==> config.mk <==
export PLATFORM = sky130hd
export DESIGN_NAME = fetch_flat
export DESIGN_NICKNAME = d
export VERILOG_FILES = /design/src/rtl/fetch_if.sv /design/src/rtl/fetch.sv /design/src/flat_wrapper.sv
export SDC_FILE = /design/constraint.sdc
export NUM_CORES = 1
export LEC_CHECK = 0
export BUFFER_PORTS_ARGS = -buffer_cell sky130_fd_sc_hd__buf_2
export CAP_MARGIN = 20
export CORE_UTILIZATION = 35
export DETAILED_ROUTE_END_ITERATION = 7
export PLACE_DENSITY = 0.66
export RECOVER_POWER = 100
export SLEW_MARGIN = 40
export SYNTH_ARGS = -nofsm -noshare
export SYNTH_HDL_FRONTEND = slang
export SYNTH_SLANG_ARGS = --single-unit
==> constraint.sdc <==
create_clock -name clk -period 5.3 [get_ports clk]
set_input_delay 1.06 -clock clk [delete_from_list [all_inputs] [get_ports clk]]
set_output_delay 1.06 -clock clk [all_outputs]
set_load 0.05 [all_outputs]
==> src/rtl/fetch_if.sv <==
// Instruction-memory request channel: fetch issues one request at a time,
// and memory answers with ready and the instruction word in the same cycle.
interface fetch_if;
  logic        imem_req;
  logic [31:0] imem_addr;
  logic        imem_ready;
  logic [31:0] imem_rdata;

  modport master (
    output imem_req,
    output imem_addr,
    input  imem_ready,
    input  imem_rdata
  );

  modport slave (
    input  imem_req,
    input  imem_addr,
    output imem_ready,
    output imem_rdata
  );
endinterface

==> src/rtl/fetch.sv <==
// Instruction-fetch stage: owns the PC, talks to instruction memory and
// loads the IF/ID register, absorbing redirects, stalls, flushes and waits.
module fetch #(
  parameter logic [31:0] RESET_PC  = 32'h0000_0000,
  parameter logic [31:0] NOP_INSTR = 32'h0000_0013
) (
  input  logic        clk,
  input  logic        rst,
  input  logic        stallD,
  input  logic        flushD,
  input  logic        pcselE,
  input  logic [31:0] pc_targetE,
  fetch_if.master     imem,
  output logic [31:0] instrD,
  output logic [31:0] pcD,
  output logic [31:0] pc4D
);

  // HOLD: a word accepted under stall sits in buf_q.
  // DROP: a request issued before a redirect is still outstanding.
  typedef enum logic [1:0] {FETCH, HOLD, DROP} state_e;

  state_e      state_q, state_d;
  logic [31:0] pc_q, pc_d;
  logic [31:0] buf_q, buf_d;
  logic [31:0] redir_q, redir_d;
  logic [31:0] instr_q, instr_d;
  logic [31:0] pcd_q, pcd_d;
  logic [31:0] pc4d_q, pc4d_d;

  logic [31:0] pc4;
  logic [31:0] target;
  logic        bubble;
  logic        load_mem;
  logic        load_buf;

  assign pc4    = pc_q + 32'd4;
  assign target = pc_targetE & ~32'h3;

  assign imem.imem_req  = !rst && (state_q != HOLD);
  assign imem.imem_addr = pc_q;

  always_comb begin
    // NOTE: every signal written here gets a default first, so no path
    // through the case can leave one unassigned and infer a latch.
    state_d  = state_q;
    pc_d     = pc_q;
    buf_d    = buf_q;
    redir_d  = redir_q;
    bubble   = 1'b0;
    load_mem = 1'b0;
    load_buf = 1'b0;

    unique case (state_q)
      FETCH: begin
        if (imem.imem_ready) begin
          if (pcselE) begin
            pc_d   = target;
            bubble = 1'b1;
          end else if (flushD) begin
            pc_d   = pc4;
            bubble = 1'b1;
          end else if (stallD) begin
            buf_d   = imem.imem_rdata;
            state_d = HOLD;
          end else begin
            load_mem = 1'b1;
            pc_d     = pc4;
          end
        end else if (pcselE) begin
          redir_d = target;
          bubble  = 1'b1;
          state_d = DROP;
        end else begin
          bubble = flushD || !stallD;
        end
      end

      HOLD: begin
        if (pcselE) begin
          pc_d    = target;
          bubble  = 1'b1;
          state_d = FETCH;
        end else if (flushD) begin
          pc_d    = pc4;
          bubble  = 1'b1;
          state_d = FETCH;
        end else if (!stallD) begin
          load_buf = 1'b1;
          pc_d     = pc4;
          state_d  = FETCH;
        end
      end

      DROP: begin
        if (pcselE) begin
          redir_d = target;
        end
        if (imem.imem_ready) begin
          pc_d    = pcselE ? target : redir_q;
          state_d = FETCH;
        end
        bubble = pcselE || flushD || !stallD;
      end

      default: begin
        state_d = FETCH;
      end
    endcase

    instr_d = instr_q;
    pcd_d   = pcd_q;
    pc4d_d  = pc4d_q;
    if (bubble) begin
      // Bubble pc of zero is forwarded by decode but never used.
      instr_d = NOP_INSTR;
      pcd_d   = 32'd0;
      pc4d_d  = 32'd0;
    end else if (load_mem) begin
      instr_d = imem.imem_rdata;
      pcd_d   = pc_q;
      pc4d_d  = pc4;
    end else if (load_buf) begin
      instr_d = buf_q;
      pcd_d   = pc_q;
      pc4d_d  = pc4;
    end
  end

  // NOTE: state is updated with non-blocking assignments so every register
  // samples the pre-edge values regardless of statement order.
  always_ff @(posedge clk) begin
    if (rst) begin
      state_q <= FETCH;
      pc_q    <= RESET_PC;
      buf_q   <= 32'd0;
      redir_q <= 32'd0;
      instr_q <= NOP_INSTR;
      pcd_q   <= 32'd0;
      pc4d_q  <= 32'd0;
    end else begin
      state_q <= state_d;
      pc_q    <= pc_d;
      buf_q   <= buf_d;
      redir_q <= redir_d;
      instr_q <= instr_d;
      pcd_q   <= pcd_d;
      pc4d_q  <= pc4d_d;
    end
  end

  assign instrD = instr_q;
  assign pcD    = pcd_q;
  assign pc4D   = pc4d_q;

endmodule
==> src/flat_wrapper.sv <==
// flat-port wrapper written by rule: the top's interface ports become plain ports
module fetch_flat 
#(
  parameter logic [31:0] RESET_PC  = 32'h0000_0000,
  parameter logic [31:0] NOP_INSTR = 32'h0000_0013
)
  (clk, rst, stallD, flushD, pcselE, pc_targetE, instrD, pcD, pc4D, imem_imem_req, imem_imem_addr, imem_imem_ready, imem_imem_rdata);
  fetch_if imem_i ();
  input  logic clk;
  input  logic rst;
  input  logic stallD;
  input  logic flushD;
  input  logic pcselE;
  input  logic [31:0] pc_targetE;
  output logic [31:0] instrD;
  output logic [31:0] pcD;
  output logic [31:0] pc4D;
  output wire logic [$bits(imem_i.imem_req)-1:0] imem_imem_req;
  output wire logic [$bits(imem_i.imem_addr)-1:0] imem_imem_addr;
  input wire logic [$bits(imem_i.imem_ready)-1:0] imem_imem_ready;
  input wire logic [$bits(imem_i.imem_rdata)-1:0] imem_imem_rdata;
  assign imem_imem_req = imem_i.imem_req;
  assign imem_imem_addr = imem_i.imem_addr;
  assign imem_i.imem_ready = imem_imem_ready;
  assign imem_i.imem_rdata = imem_imem_rdata;
  fetch #(.RESET_PC(RESET_PC), .NOP_INSTR(NOP_INSTR)) u_core (.clk(clk), .rst(rst), .stallD(stallD), .flushD(flushD), .pcselE(pcselE), .pc_targetE(pc_targetE), .imem(imem_i), .instrD(instrD), .pcD(pcD), .pc4D(pc4D));
endmodule
-- After elaboration in Yosys (flattened, before gate mapping)
Index checks and enable logic that the tools add are counted.
- mux-type cells: 36
- equality and inequality tests: 11
- bitwise operators: 2
- reduce and logical (&&, ||, !) cells: 15
- $add $sub $neg: 1
- operator list (cell ; count):
    $mux 32 ; 13
    $pmux 32 s3 ; 1
    $pmux 32 s2 ; 1
    $add 32x3->32 const B ; 1
    $mux 2 ; 9
    $ne 3x3->1 const B ; 4
    $mux 1 ; 10
    $ne 2x2->1 const B ; 3
    $pmux 2 s3 ; 1
    $reduce_and 6->1 ; 1
    $reduce_and 5->1 ; 1
    $ne 4x4->1 const B ; 1
    $reduce_bool 2->1 ; 2
    $logic_or 1x1->1 ; 3
    $pmux 1 s3 ; 1
    $reduce_and 3->1 ; 1
    $reduce_bool 3->1 ; 1
    $eq 2x1->1 const B ; 1
    $eq 2x2->1 const B ; 1
    $logic_not 1->1 ; 2
    $logic_not 2->1 ; 1
    $ne 2x1->1 const B ; 1
    $not 1->1 ; 2
    $reduce_and 2->1 ; 1
    2 further kinds ; 2
- input bits: 70
- output and inout port bits: 129
- word-level logic and storage cells: 72
- flip-flop bits (word level): 194

-- Depth between registers and ports, before layout
Gate-level depths: netlist of run 1.
- word-level depth: 6
- depth in mapped cells: 8
- mapped depth without buffers: 6

-- Worst setup path before layout of run 1
Ideal clock, no wire load.
- path kind: input to output
- from: input rst
- to: output imem_imem_req
- buffers on the path: 2
- setup slack: 2030 ps
- data arrival time: 2210 ps
- required time: 4240 ps
- stages: 3
- cell sequence: clkbuf_1 clkbuf_1 a21oi_1
- cells in the longest elaborated chain, start to end: 2
- RTL lines (item ; RTL line ; RTL):
    start: declaration ; flat_wrapper.sv:10 ; input logic rst;
    $logic_not 1->1 ; fetch.sv:40 ; assign imem.imem_req = !rst && (state_q != HOLD);
    $logic_and 1x1->1 ; fetch.sv:40 ;
    end: declaration ; flat_wrapper.sv:18 ; output wire logic [$bits(imem_i.imem_req)-1:0] imem_imem_req;
No other way between the ends.

-- Final worst setup path of run 1
- from: input stallD
- to: register u_core.pc_q[28] (netlist: u_core.imem.imem_addr[28])
- cells in the longest elaborated chain, start to end: 5
- RTL lines (item ; RTL line ; RTL):
    start: declaration ; flat_wrapper.sv:11 ; input logic stallD;
    $mux 32 * (3 in series) ; - ;
    $mux 32 ; - ;
    $pmux 32 s3 * ; - ;
    end signal: assignment ; fetch.sv:143 ; pc_q <= pc_d;
    end: declaration ; fetch.sv:24 ; logic [31:0] pc_q, pc_d;
Every way passes the cells marked *; elsewhere a longest branch is shown, timed or not. The select of a mux whose other input is x is not followed.
A chain may end at the register's enable or synchronous reset.

==> results of run 1 <==
==> registers in the layout, indices dropped and copies added, names as in the netlist <==
name / count
u_core.redir_q: 32
u_core.imem.imem_addr: 32
u_core.state_q: 2
u_core.instrD: 32
u_core.buf_q: 32
u_core.pc4D: 32
u_core.pcD: 30
==> layout by cell type (no fill, tap or decap), types with 3 or more instances in the layout <==
cell type,n
clkbuf_1,138
inv_6,6
a211oi_1,48
mux2i_1,33
inv_1,7
and3_1,7
bufinv_16,4
a22oi_1,3
nand4_1,7
nor2_1,66
nand2b_1,5
nor4_4,3
xnor2_1,13
nor3_2,3
and4_1,4
nor3_1,16
dfxtp_1,192
a21oi_1,145
nand2_1,248
nor4b_1,3
nand3b_1,11
o32ai_1,3
o21ai_0,60
buf_4,9
or4_1,6
buf_2,64
nor4_1,5
nor3b_1,5
xor2_1,14
o211ai_1,5
nand3_1,21
clkbuf_16,17
a31oi_1,14
==> layer usage <==
layer	up-vias	wire [µm]	GRT usage
met1	3691	12000	0.282
li1	4005	-	-
met5	-	13	0
met3	38	2190	0.0509
met2	330	11500	0.318
met4	2	393	0.0614
==> logic make-up (layout without fill, tap and decap cells) <==
group,Yosys count,in the layout,share of synthesized area
muxes,34,34,0.0399
DFF,192,192,0.449
AOI/OAI and AO/OA,292,292,0.197
adders and majority gates,1,1,0.00146
and+or+nand+nor,428,428,0.231
buffers and inverters,107,252,0.0545
xor gates and xnor gates,27,27,0.0276
==> path summary, 6_finish.rpt <==
path | from | to | slack [ps] | cells past startpoint
setup / recovery | stallD | u_core.imem.imem_addr[28] | 1450 | 7
hold / removal | u_core.buf_q[22] | u_core.buf_q[22] | 450 | 2
setup reg to reg | u_core.state_q[0] | u_core.imem.imem_addr[28] | 1640 | 6
hold reg to reg | u_core.buf_q[22] | u_core.buf_q[22] | 450 | 2
==> cell type report <==
| cell class | instances | area (µm²) | area share |
|---|---|---|---|
| sequential | 192 | 3840 | 0.379 |
| tap | 319 | 399 | 0.0394 |
| clock inverter | 15 | 221 | 0.0219 |
| multi-input combinational | 782 | 4270 | 0.421 |
| timing repair buffer | 213 | 946 | 0.0934 |
| clock buffer | 17 | 425 | 0.0420 |
| inverter | 7 | 26.3 | 0.00259 |
==> synthesized netlist by cell type, types with 3 or more instances <==
cell,number
buf_4,7
nor4_1,5
inv_1,7
nor3_2,4
nand4_1,7
nor2b_1,3
a211oi_1,47
dfxtp_1,192
xor2_1,14
xnor2_1,13
nand3b_1,11
nor3b_1,5
mux2i_1,33
o32ai_1,3
a21oi_1,145
nand2_1,248
buf_2,23
a22oi_1,3
a31oi_1,14
o211ai_1,5
nor3_1,16
nand2b_1,5
and3_1,7
buf_1,4
or4_1,7
clkbuf_1,63
and4_1,4
o21ai_0,60
nor2_1,66
nor4b_1,3
nand3_1,21
==> where the power goes <==
group	total [mW]	internal, mW	switching (mW)	leakage (nW)
combinational	0.317	0.0905	0.226	1.39
clock	1.43	0.809	0.625	0.320
sequential	1.53	1.48	0.0509	1.56
==> worst max-delay path, stage by stage <==
cell and delay [ps]:
clkbuf_1 220, nor4b_1 230, a211oi_1 1330, clkbuf_1 800, a31oi_1 200, o221ai_1 210
a211oi_1 100
==> metrics by stage <==
| stage | hold WS, ps | total power, mW | utilization | setup WS (ps) |
|---|---|---|---|---|
| after floorplan | 432 | 1.77 | - | 2030 |
| after global placement | 438 | 1.88 | 0.408 | 1990 |
| after detailed placement | 444 | 1.88 | 0.408 | 2030 |
| after CTS | 455 | 3.31 | 0.435 | 2450 |
| after global routing | 471 | 3.40 | 0.426 | 1280 |
| final | 454 | 3.28 | 0.426 | 1450 |
==> impl_metrics.yaml, run 1 <==
cts:
  root_buffer: "clkbuf_16"
  clock_sinks: 192
  hold_buffers: 0
  path_clk_slew_ps: 80
  post_cts_buffers: 0
  htree_levels: 4
  cts_resized: 0
  clk_path_buf_depth: 2
  clock_latency_ps: 440
  numCtsBuffers: 17
  cts_tree: "done"
setup_path:
  start_kind: "primary input"
  critPathArrivalTime_ps: 4160
  cp.required_ps: 5610
  worst-setup-path-type: "primary input to flop"
  cp_max_fo: 20
  crit_path_end_kind: "flop"
route:
  wl_per_cell_um: 16.9
  drt_first_pass_iters: 5
  via_per_inst: 5.22
  ant_nets: 0
  drtIter0Drc: 645
  drc: 0
  num_vias: 8066
  wirelength_mm: 26.1
finish:
  syn_to_final_growth_pct: 18.3
  fill_cells: 2500
  diodes: 0
  stdcell_area_um2: 10100
  drive_gt1_frac: 0.102
  fin_cells: 1545
  nets: 1284
floorplanning:
  die_w_um: 158
  io-pin-count: 199
  dieArea_um2: 25100
  rows: 56
  start_util: 0.361
  core_area_um2: 23800
  die_y_um: 158
sta:
  maxSlewViolCount: 106
  worstMarginPinSlew_ps: 1800
  finalHoldViolations: 0
  fin_crit_ps: 3850
  max_freq_mhz: 260
  tns_ps: 0
  finalCritPeriodShare: 0.726
  max-slew-margin-rel: -0.199
  fin_skew_ps: 9.12
  finalSetupViolations: 0
  rsz0062_at_grt: "no"
synthesis:
  synth_seq_cells: 192
  yosysUniqueCellTypes: 56
  yosysSeqAreaShare: 0.449
  synthFlopType: "dfxtp_1"
  yosys_warnings: 0
  synth.area.top_cells: "dfxtp_1 (45%), nand2_1 (11%), a21oi_1 (8.5%), a211oi_1 (4.1%), mux2i_1 (3.9%)"
  syn_inst: 1081
  synth_edf_count: 0
  syn_avg_cell_area_um2: 7.92
  synth_top_area_frac: 0.449
  netlist_area_um2: 8560
  synth.largest_area_cell: "dfxtp_1"
  syn_nets: 1152
  async_flop_share: 0
outcome:
  violations: "max-capacitance violations, max-slew violations"
  run_status: "complete, but fails checks"
power_and_ir_drop:
  p_leak_nw: 3.27
  p_per_area_nw_per_um2: 324
  vdd_drop_max_mv: 0.180
place:
  placed_area_um2: 9690
  gp_congestion: 0.858
  dp.cells: 1512
  portBuffers: 196
  dp_hpwl_mm: 17.7
run:
  drv_cap: 4
grt:
  antenna_found_initial: 1
  grt_overflow: 0
  grt_pass1_wl_mm: 39.5
  grt_start_max_net_pins: 107
  first_global_vias: 7113
  grt_usage: 0.206
min_path:
  hold_class: "flop to flop"
(Power assumes the default switching activity.)
==> run 2, diff against run 1 <==
--- a/config.mk
+++ b/config.mk
@@ -5,11 +5,12 @@
 export SDC_FILE = /design/constraint.sdc
 export NUM_CORES = 1
 export LEC_CHECK = 0
+export ABC_AREA = 1
 export BUFFER_PORTS_ARGS = -buffer_cell sky130_fd_sc_hd__buf_2
 export CAP_MARGIN = 20
 export CORE_UTILIZATION = 35
 export DETAILED_ROUTE_END_ITERATION = 7
-export PLACE_DENSITY = 0.66
+export PLACE_DENSITY = 0.68
 export RECOVER_POWER = 100
 export SLEW_MARGIN = 40
 export SYNTH_ARGS = -nofsm -noshare
==> constraint.sdc (replaced) <==
create_clock -name clk -period 3.3 [get_ports clk]
set_input_delay 0.66 -clock clk [delete_from_list [all_inputs] [get_ports clk]]
set_output_delay 0.66 -clock clk [all_outputs]
set_load 0.05 [all_outputs]
==> run 2 against run 1 <==
Against the previous run: the flow now finishes without violations; sequential power is 61% higher; cell area increased by 0.35%; clock-buffer cell count up 3; core utilization fell by 0.73 points; via count increased by 7.0%; clock power rose by 41%; critical path type unchanged.
==> impl_metrics.yaml, run 2 <==
outcome:
  run_status: "finished clean"
synthesis:
  synth_compound_area_frac: 0.165
  synthSimpleGateAreaFrac: 0.277
  synth.largest_area_cell: "dfxtp_1"
  async_flop_share: 0
  synthAdderAreaFrac: 0.00145
  synth_commonest_cells: "nand2_1 (355), nor2_1 (194), dfxtp_1 (192)"
  synth_top_family_by_area: "simple AND/OR/NAND/NOR gates"
  synth_xor_area_frac: 0.0142
  synth_top_area_frac: 0.445
  netlist_area_um2: 8630
  yosysSeqAreaShare: 0.445
  syn_inst: 1288
  synthFlopType: "dfxtp_1"
  yosys_warnings: 0
  synth_edf_count: 0
  syn_nets: 1359
  syn_avg_cell_area_um2: 6.70
  synth.most_common_cell: "nand2_1"
  synth.area.top_cells: "dfxtp_1 (45%), nand2_1 (15%), nor2_1 (8.4%), o21ai_0 (7.1%), inv_1 (5.2%)"
  muxShareOfSynthArea: 0
  synth_seq_cells: 192
  yosysUniqueCellTypes: 29
cts:
  clk_path_buf_depth: 2
  hold_buffers: 0
  cts_tree: "done"
  clock_latency_ps: 430
  numCtsBuffers: 17
  path_clk_slew_ps: 80
  htree_levels: 4
  clock_sinks: 192
  post_cts_buffers: 0
  root_buffer: "clkbuf_16"
  cts_resized: 0
power_and_ir_drop:
  p_sw_mw: 1.49
  p_comb_frac: 0.115
  p_leak_nw: 4.44
  p_int_mw: 3.58
  vdd_drop_max_mv: 0.350
  switching_share: 0.294
  p_seq_frac: 0.487
  clock_power_share: 0.399
  totalPowerFinal_mw: 5.07
  p_per_area_nw_per_um2: 499
route:
  wl_met2_mm: 12.4
  num_vias: 8633
  wl_met3_mm: 1.46
  wl_per_cell_um: 14.9
  wl_met1_mm: 11.8
  drt_first_pass_iters: 5
  drc: 0
  ant_nets: 0
  drtIter0Drc: 751
  wirelength_mm: 26.4
  via_per_inst: 4.86
  routed.top_layer: "met4"
sta:
  fin_crit_ps: 2410
  max_freq_mhz: 415
  tns_ps: 0
  max-slew-margin-rel: 0.166
  rsz0062_at_grt: "no"
  maxSlewViolCount: 0
  worst_slack_ps: 888
  fin_skew_ps: 11.0
  worstMarginPinSlew_ps: 1250
  finalCritPeriodShare: 0.731
  finalHoldViolations: 0
  finalSetupViolations: 0
finish:
  fin_util: 0.419
  diodes: 0
  fill_cells: 2645
  final_common_cell: "nand2_1"
  fin_cells: 1776
  syn_to_final_growth_pct: 17.8
  drive_gt1_frac: 0.0847
  final_cell_mix: "nand2_1 (356), nor2_1 (197), dfxtp_1 (192)"
  nets: 1510
floorplanning:
  start_util: 0.356
  dieArea_um2: 25300
  rows: 57
  core_area_um2: 24200
  die_y_um: 159
  die_w_um: 159
  io-pin-count: 199
grt:
  grt_usage: 0.207
  antenna_found_initial: 0
  first_global_vias: 7750
  grt_pass1_wl_mm: 41.6
  grt_overflow: 0
  grt_start_max_net_pins: 82
place:
  dp.cells: 1744
  gp_congestion: 0.877
  portBuffers: 196
  dp_slack_ps: 870
  dp_hpwl_mm: 18.6
run:
  drv_cap: 0
min_path:
  hold_class: "flop to flop"
setup_path:
  critPathArrivalTime_ps: 2720
  crit_slowest_cell: "clkbuf_1"
  start_kind: "primary input"
  max_stage_delay_ps: 750
  cp_max_fo: 28
  cp_cell_sequence: "clkbuf_1 -> clkbuf_1 -> inv_1 -> buf_4 -> nor2_1 -> o22ai_1 -> inv_1 -> nor2_1"
  crit_path_end_kind: "flop"
  worst-setup-path-type: "primary input to flop"
  cp.required_ps: 3610
run 2: layout make-up:
type | count | area (µm²) | area share
clock buffers | 20 | 467 | 0.0459
multi-input cells | 890 | 3930 | 0.387
inverters | 128 | 480 | 0.0473
clock inverters | 12 | 96.3 | 0.00948
repair buffers | 210 | 942 | 0.0927
well taps | 324 | 405 | 0.0399
flip-flops and latches | 192 | 3840 | 0.378
run 2: through the flow:
step	hold WS [ps]	instance area (µm²)
after detailed placement	437	9790
after global placement	433	9790
after global routing	449	10200
final	449	10200
after CTS	449	10400
after floorplan	425	8630
run 2: logic make-up after synthesis:
group	Yosys count
simple gates	608
buf+inv	206
compound gates	267
fa+ha+maj	1
xor+xnor	14
flops	192
run 2: power groups by stage:
stage	clock network, mW	registers [mW]	logic, mW
global placement	0	2.52	0.596
global route	2.15	2.48	0.638
detailed placement	0	2.52	0.600
CTS	2.06	2.46	0.602
floorplan	0	2.62	0.296
finish	2.02	2.47	0.582
run 2: worst max-delay path, delay by kind of cell:
kind | cells | cell delay, ps
AND/OR/NAND/NOR | 2 | 320
AO/OA/AOI/OAI | 1 | 110
buffers and inverters | 5 | 1610
run 2: path summary, 6_finish.rpt:
kind / startpoint / endpoint / slack (ps) / cells past startpoint
hold / removal: u_core.redir_q[1] / u_core.redir_q[1] / 450 / 2
setup / recovery: pcselE / u_core.redir_q[31] / 890 / 8
hold reg to reg: u_core.redir_q[1] / u_core.redir_q[1] / 450 / 2
setup reg to reg: u_core.state_q[1] / u_core.instrD[5] / 1130 / 8
run 2: metal layers:
metal | track usage | vias up
li1 | - | 4364
met1 | 0.268 | 3980
met2 | 0.337 | 251
met3 | 0.0440 | 38
met4 | 0.0778 | 0
met5 | 0 | -
